--- config.mk ---
export PLATFORM = sky130hd
export DESIGN_NAME = game15_turn_controller_flat
export DESIGN_NICKNAME = d
export VERILOG_FILES = /design/src/rtl/game15_turn_controller_if.sv /design/src/rtl/game15_turn_controller.sv /design/src/flat_wrapper.sv
export SDC_FILE = /design/constraint.sdc
export NUM_CORES = 1
export LEC_CHECK = 0
export ABC_CLOCK_PERIOD_IN_PS = 2500
export BUFFER_PORTS_ARGS = -buffer_cell sky130_fd_sc_hd__buf_2
export CAP_MARGIN = 20
export CORE_MARGIN = 2
export CORE_UTILIZATION = 40
export CTS_BUF_LIST = sky130_fd_sc_hd__clkbuf_8
export CTS_CLUSTER_DIAMETER = 120
export DETAILED_ROUTE_END_ITERATION = 10
export PLACE_DENSITY = 0.74
export SYNTH_ARGS = -nofsm -noshare
export SYNTH_HDL_FRONTEND = slang
export SYNTH_SLANG_ARGS = --single-unit
--- constraint.sdc ---
create_clock -name clock -period 2.5 [get_ports clock]
set_input_delay 0.25 -clock clock [delete_from_list [all_inputs] [get_ports clock]]
set_output_delay 0.25 -clock clock [all_outputs]
set_load 0.1 [all_outputs]
--- src/rtl/game15_turn_controller_if.sv ---
// Board/strategy-side bus of the Fifteen turn controller.
// master : the environment (board I/O buttons and strategy unit) driving the controller
// slave  : the controller itself
// Signals:
//   newGame_L, enter_L, hMove     board inputs (active-low restart, active-low commit, human number)
//   strat_req/strat_valid/move    request/valid handshake with the strategy unit
//   hSet, cSet                    ownership sets, bit i-1 => number i
//   cMove                         last computer move (0 = none)
//   illegal, win, lose, draw      status flags
interface game15_turn_controller_if;
   logic       newGame_L;
   logic       enter_L;
   logic [3:0] hMove;
   logic       strat_req;
   logic       strat_valid;
   logic [3:0] strat_move;
   logic [8:0] hSet;
   logic [8:0] cSet;
   logic [3:0] cMove;
   logic       illegal;
   logic       win;
   logic       lose;
   logic       draw;

   modport master (
      output newGame_L, enter_L, hMove, strat_valid, strat_move,
      input  strat_req, hSet, cSet, cMove, illegal, win, lose, draw
   );

   modport slave (
      input  newGame_L, enter_L, hMove, strat_valid, strat_move,
      output strat_req, hSet, cSet, cMove, illegal, win, lose, draw
   );
endinterface

--- src/rtl/game15_turn_controller.sv ---
// Turn sequencer for one game of "Fifteen" (magic-square tic-tac-toe), computer vs human.
// Ports:
//   clock  rising-edge clock
//   reset  synchronous active-high reset
//   bus    slave side of game15_turn_controller_if (board inputs, strategy handshake,
//          ownership sets and result flags)
// The computer opens with FIRST_MOVE without asking the strategy unit. Each later computer
// move is requested with strat_req; an illegal proposal or STRAT_TIMEOUT cycles of silence
// falls back to the lowest free number.
module game15_turn_controller #(
   parameter logic [3:0]  FIRST_MOVE    = 4'd5,
   parameter int unsigned STRAT_TIMEOUT = 16
) (
   input logic                     clock,
   input logic                     reset,
   game15_turn_controller_if.slave bus
);

   localparam int unsigned CntW = (STRAT_TIMEOUT > 1) ? $clog2(STRAT_TIMEOUT) : 1;
   localparam logic [CntW-1:0] CntLast = CntW'(STRAT_TIMEOUT - 1);

   typedef enum logic [2:0] {
      StCFirst,
      StHWait,
      StHHold,
      StHIll,
      StCReq,
      StDone
   } state_e;

   state_e          state_q, state_d;
   logic [8:0]      h_set_q, h_set_d;
   logic [8:0]      c_set_q, c_set_d;
   logic [3:0]      c_move_q, c_move_d;
   logic            illegal_q, illegal_d;
   logic            win_q, win_d;
   logic            lose_q, lose_d;
   logic            draw_q, draw_d;
   logic [CntW-1:0] cnt_q, cnt_d;

   logic [8:0]      taken;
   logic            commit;
   logic [3:0]      c_pick;
   logic [8:0]      c_set_new;

   // Magic square rows/cols/diagonals: every triple summing to 15.
   function automatic logic has_triple(input logic [8:0] s);
      has_triple = (s[1] & s[6] & s[5]) |  // 2 7 6
                   (s[8] & s[4] & s[0]) |  // 9 5 1
                   (s[3] & s[2] & s[7]) |  // 4 3 8
                   (s[1] & s[8] & s[3]) |  // 2 9 4
                   (s[6] & s[4] & s[2]) |  // 7 5 3
                   (s[5] & s[0] & s[7]) |  // 6 1 8
                   (s[1] & s[4] & s[7]) |  // 2 5 8
                   (s[3] & s[4] & s[5]);   // 4 5 6
   endfunction

   function automatic logic [8:0] num_mask(input logic [3:0] m);
      num_mask = 9'd0;
      if (m >= 4'd1 && m <= 4'd9) begin
         num_mask[m - 4'd1] = 1'b1;
      end
   endfunction

   function automatic logic is_legal(input logic [3:0] m, input logic [8:0] used);
      is_legal = (num_mask(m) != 9'd0) && ((num_mask(m) & used) == 9'd0);
   endfunction

   function automatic logic [3:0] lowest_free(input logic [8:0] used);
      lowest_free = 4'd0;
      for (int i = 8; i >= 0; i--) begin
         if (!used[i]) begin
            lowest_free = 4'(i + 1);
         end
      end
   endfunction

   assign taken = h_set_q | c_set_q;

   always_comb begin
      state_d   = state_q;
      h_set_d   = h_set_q;
      c_set_d   = c_set_q;
      c_move_d  = c_move_q;
      illegal_d = illegal_q;
      win_d     = win_q;
      lose_d    = lose_q;
      draw_d    = draw_q;
      cnt_d     = cnt_q;
      commit    = 1'b0;
      c_pick    = 4'd0;
      c_set_new = c_set_q;

      unique case (state_q)
         StCFirst: begin
            c_set_d  = c_set_q | num_mask(FIRST_MOVE);
            c_move_d = FIRST_MOVE;
            state_d  = StHWait;
         end

         StHWait: begin
            if (!bus.enter_L) begin
               if (is_legal(bus.hMove, taken)) begin
                  h_set_d   = h_set_q | num_mask(bus.hMove);
                  illegal_d = 1'b0;
                  state_d   = StHHold;
               end else begin
                  illegal_d = 1'b1;
                  state_d   = StHIll;
               end
            end
         end

         // hSet already holds the new move here, so the triple test sees the updated set.
         StHHold: begin
            if (bus.enter_L) begin
               if (has_triple(h_set_q)) begin
                  lose_d  = 1'b1;
                  state_d = StDone;
               end else begin
                  cnt_d   = '0;
                  state_d = StCReq;
               end
            end
         end

         StHIll: begin
            if (bus.enter_L) begin
               state_d = StHWait;
            end
         end

         StCReq: begin
            if (bus.strat_valid) begin
               commit = 1'b1;
               c_pick = is_legal(bus.strat_move, taken) ? bus.strat_move : lowest_free(taken);
            end else if (cnt_q == CntLast) begin
               commit = 1'b1;
               c_pick = lowest_free(taken);
            end else begin
               cnt_d = cnt_q + CntW'(1);
            end

            if (commit) begin
               c_set_new = c_set_q | num_mask(c_pick);
               c_set_d   = c_set_new;
               c_move_d  = c_pick;
               if (has_triple(c_set_new)) begin
                  win_d   = 1'b1;
                  state_d = StDone;
               end else if (&(c_set_new | h_set_q)) begin
                  draw_d  = 1'b1;
                  state_d = StDone;
               end else begin
                  state_d = StHWait;
               end
            end
         end

         StDone: begin
            // Terminal: only a restart leaves.
         end

         default: begin
            state_d = StCFirst;
         end
      endcase
   end

   // Restart via newGame_L behaves exactly like reset, including mid-handshake.
   always_ff @(posedge clock) begin
      if (reset || !bus.newGame_L) begin
         state_q   <= StCFirst;
         h_set_q   <= 9'd0;
         c_set_q   <= 9'd0;
         c_move_q  <= 4'd0;
         illegal_q <= 1'b0;
         win_q     <= 1'b0;
         lose_q    <= 1'b0;
         draw_q    <= 1'b0;
         cnt_q     <= '0;
      end else begin
         state_q   <= state_d;
         h_set_q   <= h_set_d;
         c_set_q   <= c_set_d;
         c_move_q  <= c_move_d;
         illegal_q <= illegal_d;
         win_q     <= win_d;
         lose_q    <= lose_d;
         draw_q    <= draw_d;
         cnt_q     <= cnt_d;
      end
   end

   assign bus.strat_req = (state_q == StCReq);
   assign bus.hSet      = h_set_q;
   assign bus.cSet      = c_set_q;
   assign bus.cMove     = c_move_q;
   assign bus.illegal   = illegal_q;
   assign bus.win       = win_q;
   assign bus.lose      = lose_q;
   assign bus.draw      = draw_q;

endmodule

--- src/flat_wrapper.sv ---
// flat-port wrapper written by rule: the top's interface ports become plain ports
module game15_turn_controller_flat 
#(
   parameter logic [3:0]  FIRST_MOVE    = 4'd5,
   parameter int unsigned STRAT_TIMEOUT = 16
)
  (clock, reset, bus_newGame_L, bus_enter_L, bus_hMove, bus_strat_valid, bus_strat_move, bus_strat_req, bus_hSet, bus_cSet, bus_cMove, bus_illegal, bus_win, bus_lose, bus_draw);
  game15_turn_controller_if bus_i ();
  input logic clock;
  input logic reset;
  input wire logic [$bits(bus_i.newGame_L)-1:0] bus_newGame_L;
  input wire logic [$bits(bus_i.enter_L)-1:0] bus_enter_L;
  input wire logic [$bits(bus_i.hMove)-1:0] bus_hMove;
  input wire logic [$bits(bus_i.strat_valid)-1:0] bus_strat_valid;
  input wire logic [$bits(bus_i.strat_move)-1:0] bus_strat_move;
  output wire logic [$bits(bus_i.strat_req)-1:0] bus_strat_req;
  output wire logic [$bits(bus_i.hSet)-1:0] bus_hSet;
  output wire logic [$bits(bus_i.cSet)-1:0] bus_cSet;
  output wire logic [$bits(bus_i.cMove)-1:0] bus_cMove;
  output wire logic [$bits(bus_i.illegal)-1:0] bus_illegal;
  output wire logic [$bits(bus_i.win)-1:0] bus_win;
  output wire logic [$bits(bus_i.lose)-1:0] bus_lose;
  output wire logic [$bits(bus_i.draw)-1:0] bus_draw;
  assign bus_i.newGame_L = bus_newGame_L;
  assign bus_i.enter_L = bus_enter_L;
  assign bus_i.hMove = bus_hMove;
  assign bus_i.strat_valid = bus_strat_valid;
  assign bus_i.strat_move = bus_strat_move;
  assign bus_strat_req = bus_i.strat_req;
  assign bus_hSet = bus_i.hSet;
  assign bus_cSet = bus_i.cSet;
  assign bus_cMove = bus_i.cMove;
  assign bus_illegal = bus_i.illegal;
  assign bus_win = bus_i.win;
  assign bus_lose = bus_i.lose;
  assign bus_draw = bus_i.draw;
  game15_turn_controller #(.FIRST_MOVE(FIRST_MOVE), .STRAT_TIMEOUT(STRAT_TIMEOUT)) u_core (.clock(clock), .reset(reset), .bus(bus_i));
endmodule
==> flow_summary.toml, run 1 <==
[cells_and_area]
num-nets-final = 424
antennaDiodeCount = 0
final_core_utilization = 0.617
fillerInstances = 505
area_growth_syn_to_layout_pct = 49.4
post_route_cells_drive_above_1_share = 0.445

[synthesis]
synth.most_common_cell = "sky130_fd_sc_hd__nor2_1"
postSynthRegisterBits = 33
synthDominantCellAreaShare = 0.292
synthesis.instances = 305
sequential_fraction_of_the_synthesis_area = 0.292
netlist_top_cells_area = "sky130_fd_sc_hd__dfxtp_1, sky130_fd_sc_hd__nor2_1, sky130_fd_sc_hd__a21oi_1, sky130_fd_sc_hd__o21ai_0, sky130_fd_sc_hd__nand2_1"
post-synth-top-area-cell = "sky130_fd_sc_hd__dfxtp_1"
synth_ff_type = "sky130_fd_sc_hd__dfxtp_1"
yosys_warnings = 0
synth_common_cells = "sky130_fd_sc_hd__nor2_1, sky130_fd_sc_hd__a21oi_1, sky130_fd_sc_hd__dfxtp_1, sky130_fd_sc_hd__nand2_1, sky130_fd_sc_hd__o21ai_0"
ys_types = 60
syn_area_per_cell_um2 = 7.41
synth-edff-count = 0
ys_async_sr_fraction = 0
synth.cell_area_um2 = 2260
synth_fp_nets = 319

[drt]
vias_per_instance = 5.89
drt-met1-wl_um = 3640
routed-wl-met3_um = 477
num_vias = 2847
drt_iter0_drc = 242
drt-total-wl_um = 8400
routed_length_per_placed_instance_um = 17.4
drc = 0
wl_met2_um = 3920
maxUsedRoutingLayer = "met4"
drtPass1Iterations = 5
antenna_violating_nets_post_route = 0

[power_and_ir_drop]
cellLeakagePower_nw = 1.48
vdd.ir_drop.worst_v = 0.000301
p_per_area_nw_per_um2 = 347
power.total_mw = 1.17

[sta]
slew_of_the_pin_with_the_lowest_slew_margin_ps = 1010
slew_viol_final = 0
post-route-period-util = 1.06
rsz0062_at_grt = "true"
hold_slack_ps = 291
setup_ws_ps = -151
finalClockSkew_ps = 10.6
fin_crit_ps = 2650
final-setup-viol-count = 3
max_freq_mhz = 377
slew_headroom = 0.330
final_hold_viol_count = 0

[worst_hold_path]
hold_path.class = "in2reg"
worst_hold_startpoint = "bus_enter_L"
min_delay_path_depth = 3

[cts]
cts-htree-levels = 2
worstSkewPairLatency_ps = 290
clkSlewWorstSetupHoldPaths_ps = 80
cts.root.buffer_cell = "sky130_fd_sc_hd__clkbuf_8"
clock-sinks = 33
tritoncts.num_buffers = 5
tritoncts_clock_tree = "done"
clock_path_buffers = 2

[placement]
place.port_buffers = 39
hpwlAfterDp_um = 6290
gp_congestion = 0.983

[worst_setup_path]
cp_max_fo = 7
worst_r2r_startpoint = "u_core.bus.hSet[6]$_SDFFE_PP0P_"
r2r_cells = 10
required_ps = 2690
critical_path.endpoint_type = "flop"
timing.critical_path.arrival_ps = 2840
worst_setup_path_start_kind = "flop"
critical_path_class = "reg2reg"
crit_path_start = "u_core.bus.hSet[6]$_SDFFE_PP0P_"

[outcome]
failed_checks = "negative setup slack"
status = "finished with violations"

[global_route]
grt_antenna_before_repair = 0
vias_in_the_first_global_route = 2611
grt_use_total = 0.265
global_route_wire_length_before_repair_um = 12800
maximum_number_of_pins_on_one_net_before_global_route_repair = 26
leftover_overflow_at_the_end_of_global_routing = 0

[die]
die-area_um2 = 6270
die_height_um = 79.2
core_um2 = 5470
initial_core_util = 0.413
core.rowCount = 27
top_level_ports = 40
die_w_um = 79.2

[flow_run]
max_cap_violations = 0
==> cell usage in the layout (no fill, tap or decap), drive strengths merged, types with 2 or more instances in the layout <==
cell	count
nor2b	6
o21bai	2
nor4	2
o21ai	21
inv	9
a221oi	2
and3	4
nand3	8
or4	2
a22o	5
a21oi	40
o221ai	2
and2	2
o31ai	2
nor4b	5
a22oi	5
buf	113
nand2	22
nor2	53
mux2	2
o22a	4
or3	4
o221a	2
o22ai	4
clkbuf	6
mux2i	3
a211oi	4
a31oi	7
nand2b	3
nor3b	6
or2	5
dfxtp	33
nor3	8
==> layer usage <==
layer  GRT usage  up-vias
met1       0.350     1356
met4       0.121        0
li1            -     1335
met2       0.433      125
met5           0        -
met3      0.0284       31
==> final timing paths <==
path | end | slack [ps]
max | u_core.state_q[2]$_SDFFE_PP0P_ | -150
min | u_core.bus.lose$_SDFFE_PP0P_ | 290
max reg2reg | u_core.state_q[2]$_SDFFE_PP0P_ | -150
min reg2reg | u_core.bus.win$_SDFFE_PP0P_ | 450
==> stage by stage <==
stage               TNS (ps)  instances  cell area, um^2  setup slack, ps
detailed placement      -671        469             3070             -289
CTS                     -215        483             3290             -108
finish                  -364        483             3380             -151
global route            -741        483             3380             -276
floorplan               -435        305             2360             -187
global placement        -586        469             3070             -224
==> registers in the layout, indices dropped and copies added (netlist names) <==
| signal | cells |
|---|---|
| u_core.bus.cMove | 4 |
| u_core.bus.illegal | 1 |
| u_core.bus.draw | 1 |
| u_core.state_q | 3 |
| u_core.bus.win | 1 |
| u_core.bus.lose | 1 |
| u_core.bus.hSet | 9 |
| u_core.cnt_q | 4 |
| u_core.bus.cSet | 9 |
==> area by class of cell <==
type | count | area [um^2] | share of cell area
repair buffers | 113 | 754 | 0.223
multi-input cells | 250 | 1700 | 0.502
flip-flops and latches | 33 | 721 | 0.213
clock inverters | 2 | 7.51 | 0.00222
inverters | 7 | 26.3 | 0.00778
well taps | 72 | 90.1 | 0.0267
clock buffers | 6 | 82.6 | 0.0244
==> critical path: stages, from the launching register on <==
cell                       delay, ps
sky130_fd_sc_hd__dfxtp_4         380
sky130_fd_sc_hd__nor4bb_4         50
sky130_fd_sc_hd__o31ai_1         250
sky130_fd_sc_hd__nand4_1         230
sky130_fd_sc_hd__o21ai_4         360
sky130_fd_sc_hd__mux2_4          370
sky130_fd_sc_hd__nor2_4          120
sky130_fd_sc_hd__nand2_1          70
sky130_fd_sc_hd__a22o_1          230
sky130_fd_sc_hd__a211o_1         290
sky130_fd_sc_hd__a311oi_2        190
==> cell families (layout without fill, tap and decap cells) <==
| logic type | Yosys count | in the layout | share of synthesized area |
|---|---|---|---|
| and+or+nand+nor | 133 | 133 | 0.299 |
| muxes | 5 | 5 | 0.0249 |
| DFF | 33 | 33 | 0.292 |
| adders and majority gates | 1 | 1 | 0.00553 |
| xor gates and xnor gates | 1 | 1 | 0.00720 |
| AOI/OAI and AO/OA | 110 | 110 | 0.326 |
| buffers and inverters | 22 | 128 | 0.0454 |
==> report_power, final <==
group	total (mW)	switching, mW	internal (mW)
sequential	0.522	0.00674	0.515
combinational	0.233	0.141	0.0920
clock	0.419	0.202	0.217
total	1.17	0.349	0.824
==> repair_timing <==
| item | in CTS | in global routing |
|---|---|---|
| pin swaps | 12 | 10 |
| gates resized for setup | 15 | 17 |
| setup buffers | 6 | 0 |
| endpoints found under the setup margin | 3 | 12 |
| hold endpoints to repair | 0 | 0 |
| hold buffers | 0 | 0 |
No activity file was read; power rests on OpenSTA's default activity.
==> run 2: changes to the inputs <==
CELL_PAD_IN_SITES_DETAIL_PLACEMENT = 1   (was unset)
CELL_PAD_IN_SITES_GLOBAL_PLACEMENT = 2   (was unset)
CORE_UTILIZATION = 29   (was 40)
PLACE_DENSITY = 0.88   (was 0.74)
==> run 2 against run 1 <==
- the flow still finishes with violations (negative setup slack)
- setup slack got worse by 98 ps
- clock-buffer cell count fell by 1
- clock skew fell by 2.3 ps
- utilization fell by 16 points
- combinational power rose by 10%
- worst hold slack improved by 2.2 ps
- largest power group unchanged
- sequential power barely moved
- sequential cell count did not move
==> flow_summary.toml, run 2 (synthesis results as in run 1) <==
[power_and_ir_drop]
vdd.ir_drop.worst_v = 0.000251
cellLeakagePower_nw = 1.52
p_per_area_nw_per_um2 = 340
power.total_mw = 1.18
netSwitchingPower_uw = 372
cellInternalPower_uw = 807
pwr-share-clk = 0.340
power_switching_share = 0.315
seq_power_share = 0.442
pwr-share-comb = 0.218

[cts]
clock_path_buffers = 2
clkSlewWorstSetupHoldPaths_ps = 80
cts.root.buffer_cell = "sky130_fd_sc_hd__clkbuf_8"
cts-htree-levels = 2
worstSkewPairLatency_ps = 290
cts_hold_buf = 0
clock-sinks = 33
tritoncts.num_buffers = 5
tritoncts_clock_tree = "done"

[global_route]
maximum_number_of_pins_on_one_net_before_global_route_repair = 18
global_route_wire_length_before_repair_um = 15600
grt_antenna_before_repair = 0
vias_in_the_first_global_route = 3045
leftover_overflow_at_the_end_of_global_routing = 0
grt_use_total = 0.234

[sta]
slew_headroom = 0.455
finalClockSkew_ps = 8.33
slew_of_the_pin_with_the_lowest_slew_margin_ps = 815
fin_tns_setup_ps = -661
final-setup-viol-count = 3
fin_crit_ps = 2750
hold_slack_ps = 293
post-route-period-util = 1.10
rsz0062_at_grt = "true"
final_hold_viol_count = 0
slew_viol_final = 0
max_freq_mhz = 364
setup_ws_ps = -249

[cells_and_area]
post_route_cells_drive_above_1_share = 0.444
num-nets-final = 436
antennaDiodeCount = 0
area_growth_syn_to_layout_pct = 53.6
final_common_cell = "sky130_fd_sc_hd__buf_4"
final_core_utilization = 0.454
most-common-layout-cells = "sky130_fd_sc_hd__buf_4, sky130_fd_sc_hd__nor2_1, sky130_fd_sc_hd__buf_2, sky130_fd_sc_hd__a21oi_1, sky130_fd_sc_hd__nand2_1"

[worst_setup_path]
critical_path_class = "reg2reg"
critPathBufInv = 3
reg2reg_to = "u_core.state_q[2]$_SDFFE_PP0P_"
worst_r2r_startpoint = "u_core.bus.hSet[6]$_SDFFE_PP0P_"
cp_max_fo = 7
critical_path.endpoint_type = "flop"
timing.critical_path.arrival_ps = 2890
r2r_cells = 13
reg2reg_slack_ps = -250
worst_setup_path_start_kind = "flop"
critical_path.top_delay_family = "compound AO/OA/AOI/OAI gates"
required_ps = 2640
timing.critical_path.slowest_stage_cell = "sky130_fd_sc_hd__dfxtp_4"
cpPeakStageDelay_ps = 370
critical_path.cell_chain = "nor4bb_2 -> o31ai_1 -> nand4_1 -> o21ai_4 -> buf_12 -> buf_4 -> a31oi_4 -> buf_6 -> nor2_4 -> o22a_1 -> nor4_2 -> o221a_4 -> a311oi_2"

[flow_run]
max_cap_violations = 0

[drt]
antenna_violating_nets_post_route = 0
routed_length_per_placed_instance_um = 19.4
drt_iter0_drc = 161
num_vias = 2953
drtPass1Iterations = 4
drc = 0
vias_per_instance = 5.62
drt-total-wl_um = 10200

[worst_hold_path]
min_delay_path_depth = 3
holdPathEnd = "u_core.bus.lose$_SDFFE_PP0P_"
hold_path.class = "in2reg"
worst_hold_startpoint = "bus_enter_L"

[outcome]
failed_checks = "negative setup slack"
status = "finished with violations"

[die]
core_um2 = 7650
die-area_um2 = 8520
die_w_um = 92.3
initial_core_util = 0.296
core.rowCount = 32
die_height_um = 92.3
top_level_ports = 40

[placement]
place_worst_setup_slack_ps = -249
place.port_buffers = 39
gp_congestion = 1.01
hpwlAfterDp_um = 7640
==> run 2: how the worst max path moves through the flow <==
stage                                    startpoint                              to  slack, ps  cells after the start
floorplan           u_core.bus.hSet[5]$_SDFFE_PP0P_    u_core.bus.draw$_SDFFE_PP0P_       -190                     11
global placement                  bus_strat_move[0]  u_core.state_q[2]$_SDFFE_PP0P_       -180                     12
detailed placement                bus_strat_move[0]    u_core.bus.draw$_SDFFE_PP0P_       -250                     12
CTS                 u_core.bus.hSet[6]$_SDFFE_PP0P_  u_core.state_q[2]$_SDFFE_PP0P_       -130                     11
global route        u_core.bus.hSet[6]$_SDFFE_PP0P_  u_core.state_q[2]$_SDFFE_PP0P_       -340                     13
finish              u_core.bus.hSet[6]$_SDFFE_PP0P_  u_core.state_q[2]$_SDFFE_PP0P_       -250                     13
==> run 2: final cells by class <==
cell class | instances | area, um^2
Inverter | 7 | 26.3
Clock inverter | 3 | 12.5
Clock buffer | 5 | 68.8
Fill cell | 969 | 4170
Multi-Input combinational cell | 250 | 1660
Timing Repair Buffer | 125 | 857
Tap cell | 102 | 128
Sequential cell | 33 | 721
==> run 2: stage by stage <==
step                      std cells  cell area, um^2
after floorplan                 305             2360
after global placement          511             3210
after detailed placement        511             3210
after CTS                       521             3380
after global routing            525             3470
final                           525             3470
==> run 2: what timing repair did <==
item | in CTS | in global routing
resized for setup | 12 | 13
setup buffers | 2 | 4
pin swaps | 12 | 6
endpoints found under the hold margin | 0 | 0
endpoints found under the setup margin | 3 | 11
==> run 2: tightest hold or removal path, cell delays in order <==
cell	delay, ps
sky130_fd_sc_hd__buf_2	140
sky130_fd_sc_hd__a21oi_1	80
sky130_fd_sc_hd__nor2_1	70
==> run 2: power by group through the flow <==
| stage | Combinational [mW] | Sequential (mW) | Clock [mW] |
|---|---|---|---|
| floorplan | 0.106 | 0.558 | 0 |
| global placement | 0.220 | 0.533 | 0 |
| detailed placement | 0.226 | 0.533 | 0 |
| CTS | 0.240 | 0.521 | 0.403 |
| finish | 0.257 | 0.521 | 0.401 |
| global route | 0.275 | 0.522 | 0.418 |
==> run 2: per-layer routing <==
| metal | wire, um | global-route usage | vias up |
|---|---|---|---|
| met3 | 391 | 0.0269 | 31 |
| met2 | 5070 | 0.409 | 84 |
| met1 | 4330 | 0.293 | 1478 |
| met5 | 0 | 0 | - |
| li1 | - | - | 1360 |
| met4 | 395 | 0.0995 | 0 |
==> run 3: changes to the inputs <==
ABC_AREA = 0   (was unset)
ABC_CLOCK_PERIOD_IN_PS = 2300   (was 2500)
CORE_ASPECT_RATIO = 0.9   (was unset)
clock period = 2.3 ns   (was 2.5 ns; I/O delays follow)
==> run 3 against run 2 <==
- the run still ends with negative setup slack left
- largest power group unchanged
- register-to-register slack got worse by 130 ps
- sequential cell count stayed put
- critical path type unchanged
- clock power increased by 15%
- utilization is 1.7 points higher
- die area about the same
==> flow_summary.toml, run 3 (synthesis results as in run 1) <==
[sta]
setup_ws_ps = -380
slew_viol_final = 0
hold_slack_ps = 264
fin_tns_setup_ps = -1010
slew_of_the_pin_with_the_lowest_slew_margin_ps = 844
final_hold_viol_count = 0
finalClockSkew_ps = 10.1
final-setup-viol-count = 3
fin_crit_ps = 2680
slew_headroom = 0.430
post-route-period-util = 1.17
rsz0062_at_grt = "true"
max_freq_mhz = 373

[die]
core_um2 = 7540
initial_core_util = 0.300
die_height_um = 87.8
die_w_um = 97.1
top_level_ports = 40
die-area_um2 = 8520
core.rowCount = 30

[worst_hold_path]
hold_path.class = "in2reg"

[cts]
tritoncts_clock_tree = "done"
worstSkewPairLatency_ps = 300
cts-htree-levels = 2
cts.root.buffer_cell = "sky130_fd_sc_hd__clkbuf_8"
tritoncts.num_buffers = 5
clock-sinks = 33
cts_hold_buf = 0
clock_path_buffers = 2
clkSlewWorstSetupHoldPaths_ps = 80

[cells_and_area]
most-common-layout-cells = "sky130_fd_sc_hd__buf_4, sky130_fd_sc_hd__nor2_1, sky130_fd_sc_hd__buf_2, sky130_fd_sc_hd__a21oi_1, sky130_fd_sc_hd__nand2_1"
area_growth_syn_to_layout_pct = 57.3
post_route_cells_drive_above_1_share = 0.473
antennaDiodeCount = 0
num-nets-final = 436
post_layout_instance_count_excluding_filler_cells = 519
final_common_cell = "sky130_fd_sc_hd__buf_4"
postLayoutCellArea_um2 = 3560
final_core_utilization = 0.471

[global_route]
leftover_overflow_at_the_end_of_global_routing = 0
global_route_wire_length_before_repair_um = 15700
grt_antenna_before_repair = 0
vias_in_the_first_global_route = 2961
maximum_number_of_pins_on_one_net_before_global_route_repair = 19
grt_use_total = 0.237

[power_and_ir_drop]
p_per_area_nw_per_um2 = 368
power_switching_share = 0.325
cellInternalPower_uw = 884
cellLeakagePower_nw = 1.55
seq_power_share = 0.433
netSwitchingPower_uw = 425
power.total_mw = 1.31
vdd.ir_drop.worst_v = 0.000229
pwr-share-comb = 0.216
pwr-share-clk = 0.351

[drt]
drt-total-wl_um = 10500
antenna_violating_nets_post_route = 0
vias_per_instance = 5.67
num_vias = 2942
routed_length_per_placed_instance_um = 20.2
drt_iter0_drc = 175
drtPass1Iterations = 4
drc = 0

[worst_setup_path]
cpPeakStageDelay_ps = 380
critical_path.top_delay_family = "compound AO/OA/AOI/OAI gates"
worst_setup_path_start_kind = "flop"
required_ps = 2490
critical_path.cell_chain = "nor4b_2 -> o31ai_1 -> nand4_1 -> o21ai_4 -> buf_12 -> mux2_4 -> nor2b_4 -> o22a_1 -> nor4_4 -> o221a_4 -> a41o_1"
timing.critical_path.slowest_stage_cell = "sky130_fd_sc_hd__dfxtp_4"
critical_path_class = "reg2reg"
critical_path.endpoint_type = "flop"
timing.critical_path.arrival_ps = 2870
critPathBufInv = 1
cp_max_fo = 8

[flow_run]
max_cap_violations = 0

[placement]
hpwlAfterDp_um = 7580
placed_area_um2 = 3190
place.port_buffers = 39
place_worst_setup_slack_ps = -506
gp_congestion = 1.00
dp_cells = 505

[outcome]
status = "finished with violations"
failed_checks = "negative setup slack"
[run 3: changes by cell type in the layout (fill, tap and decap cells not counted), moves of 2 or more]
| cell | change |
|---|---|
| sky130_fd_sc_hd__a31oi_2 | +2 |
| sky130_fd_sc_hd__buf_4 | -4 |
| sky130_fd_sc_hd__buf_6 | +4 |
| sky130_fd_sc_hd__inv_1 | -2 |
| sky130_fd_sc_hd__nor3b_1 | -2 |
| sky130_fd_sc_hd__nor3b_4 | +2 |
| sky130_fd_sc_hd__o21ai_0 | -2 |
| sky130_fd_sc_hd__o21ai_1 | +2 |
| sky130_fd_sc_hd__o221ai_1 | -2 |
| sky130_fd_sc_hd__o221ai_2 | +2 |
[run 3: metal layers]
metal	track usage	vias to the layer above	routed length, um
li1	-	1361	-
met1	0.304	1449	4500
met3	0.0455	36	480
met2	0.399	96	5100
met4	0.0922	0	383
met5	0	-	0
[run 3: worst paths after layout]
check / startpoint / end / slack (ps) / cells past startpoint
min reg2reg: u_core.bus.win$_SDFFE_PP0P_ / u_core.bus.win$_SDFFE_PP0P_ / 460 / 2
min: bus_enter_L / u_core.bus.lose$_SDFFE_PP0P_ / 260 / 3
max reg2reg: u_core.bus.cSet[4]$_SDFFE_PP0P_ / u_core.bus.draw$_SDFFE_PP0P_ / -380 / 11
max: u_core.bus.cSet[4]$_SDFFE_PP0P_ / u_core.bus.draw$_SDFFE_PP0P_ / -380 / 11
[run 3: area by class of cell]
class | count | area (um^2)
Clock inverter | 3 | 17.5
Tap cell | 96 | 120
Multi-Input combinational cell | 250 | 1730
Fill cell | 924 | 3990
Timing Repair Buffer | 125 | 872
Inverter | 7 | 26.3
Sequential cell | 33 | 721
Clock buffer | 5 | 68.8
[run 3: what timing repair did]
item	4_1_cts	5_1_grt
hold endpoints to repair	0	0
resized for setup	19	25
setup endpoints to repair	10	19
setup buffers	4	2
pin swaps	11	10
[run 3: worst register-to-register path, stage by stage, from the launching register on]
cell and delay [ps]:
sky130_fd_sc_hd__dfxtp_4 380, sky130_fd_sc_hd__nor4b_2 50, sky130_fd_sc_hd__o31ai_1 240, sky130_fd_sc_hd__nand4_1 230, sky130_fd_sc_hd__o21ai_4 230, sky130_fd_sc_hd__buf_12 150
sky130_fd_sc_hd__mux2_4 340, sky130_fd_sc_hd__nor2b_4 170, sky130_fd_sc_hd__o22a_1 230, sky130_fd_sc_hd__nor4_4 70, sky130_fd_sc_hd__o221a_4 260, sky130_fd_sc_hd__a41o_1 220
[run 3: power by group through the flow]
stage          clock [mW]  sequential [mW]  combinational [mW]
5_1_grt             0.496            0.568               0.300
6_report            0.460            0.567               0.282
3_5_place_dp            0            0.580               0.236
2_1_floorplan           0            0.606               0.116
3_3_place_gp            0            0.579               0.229
4_1_cts             0.473            0.566               0.260
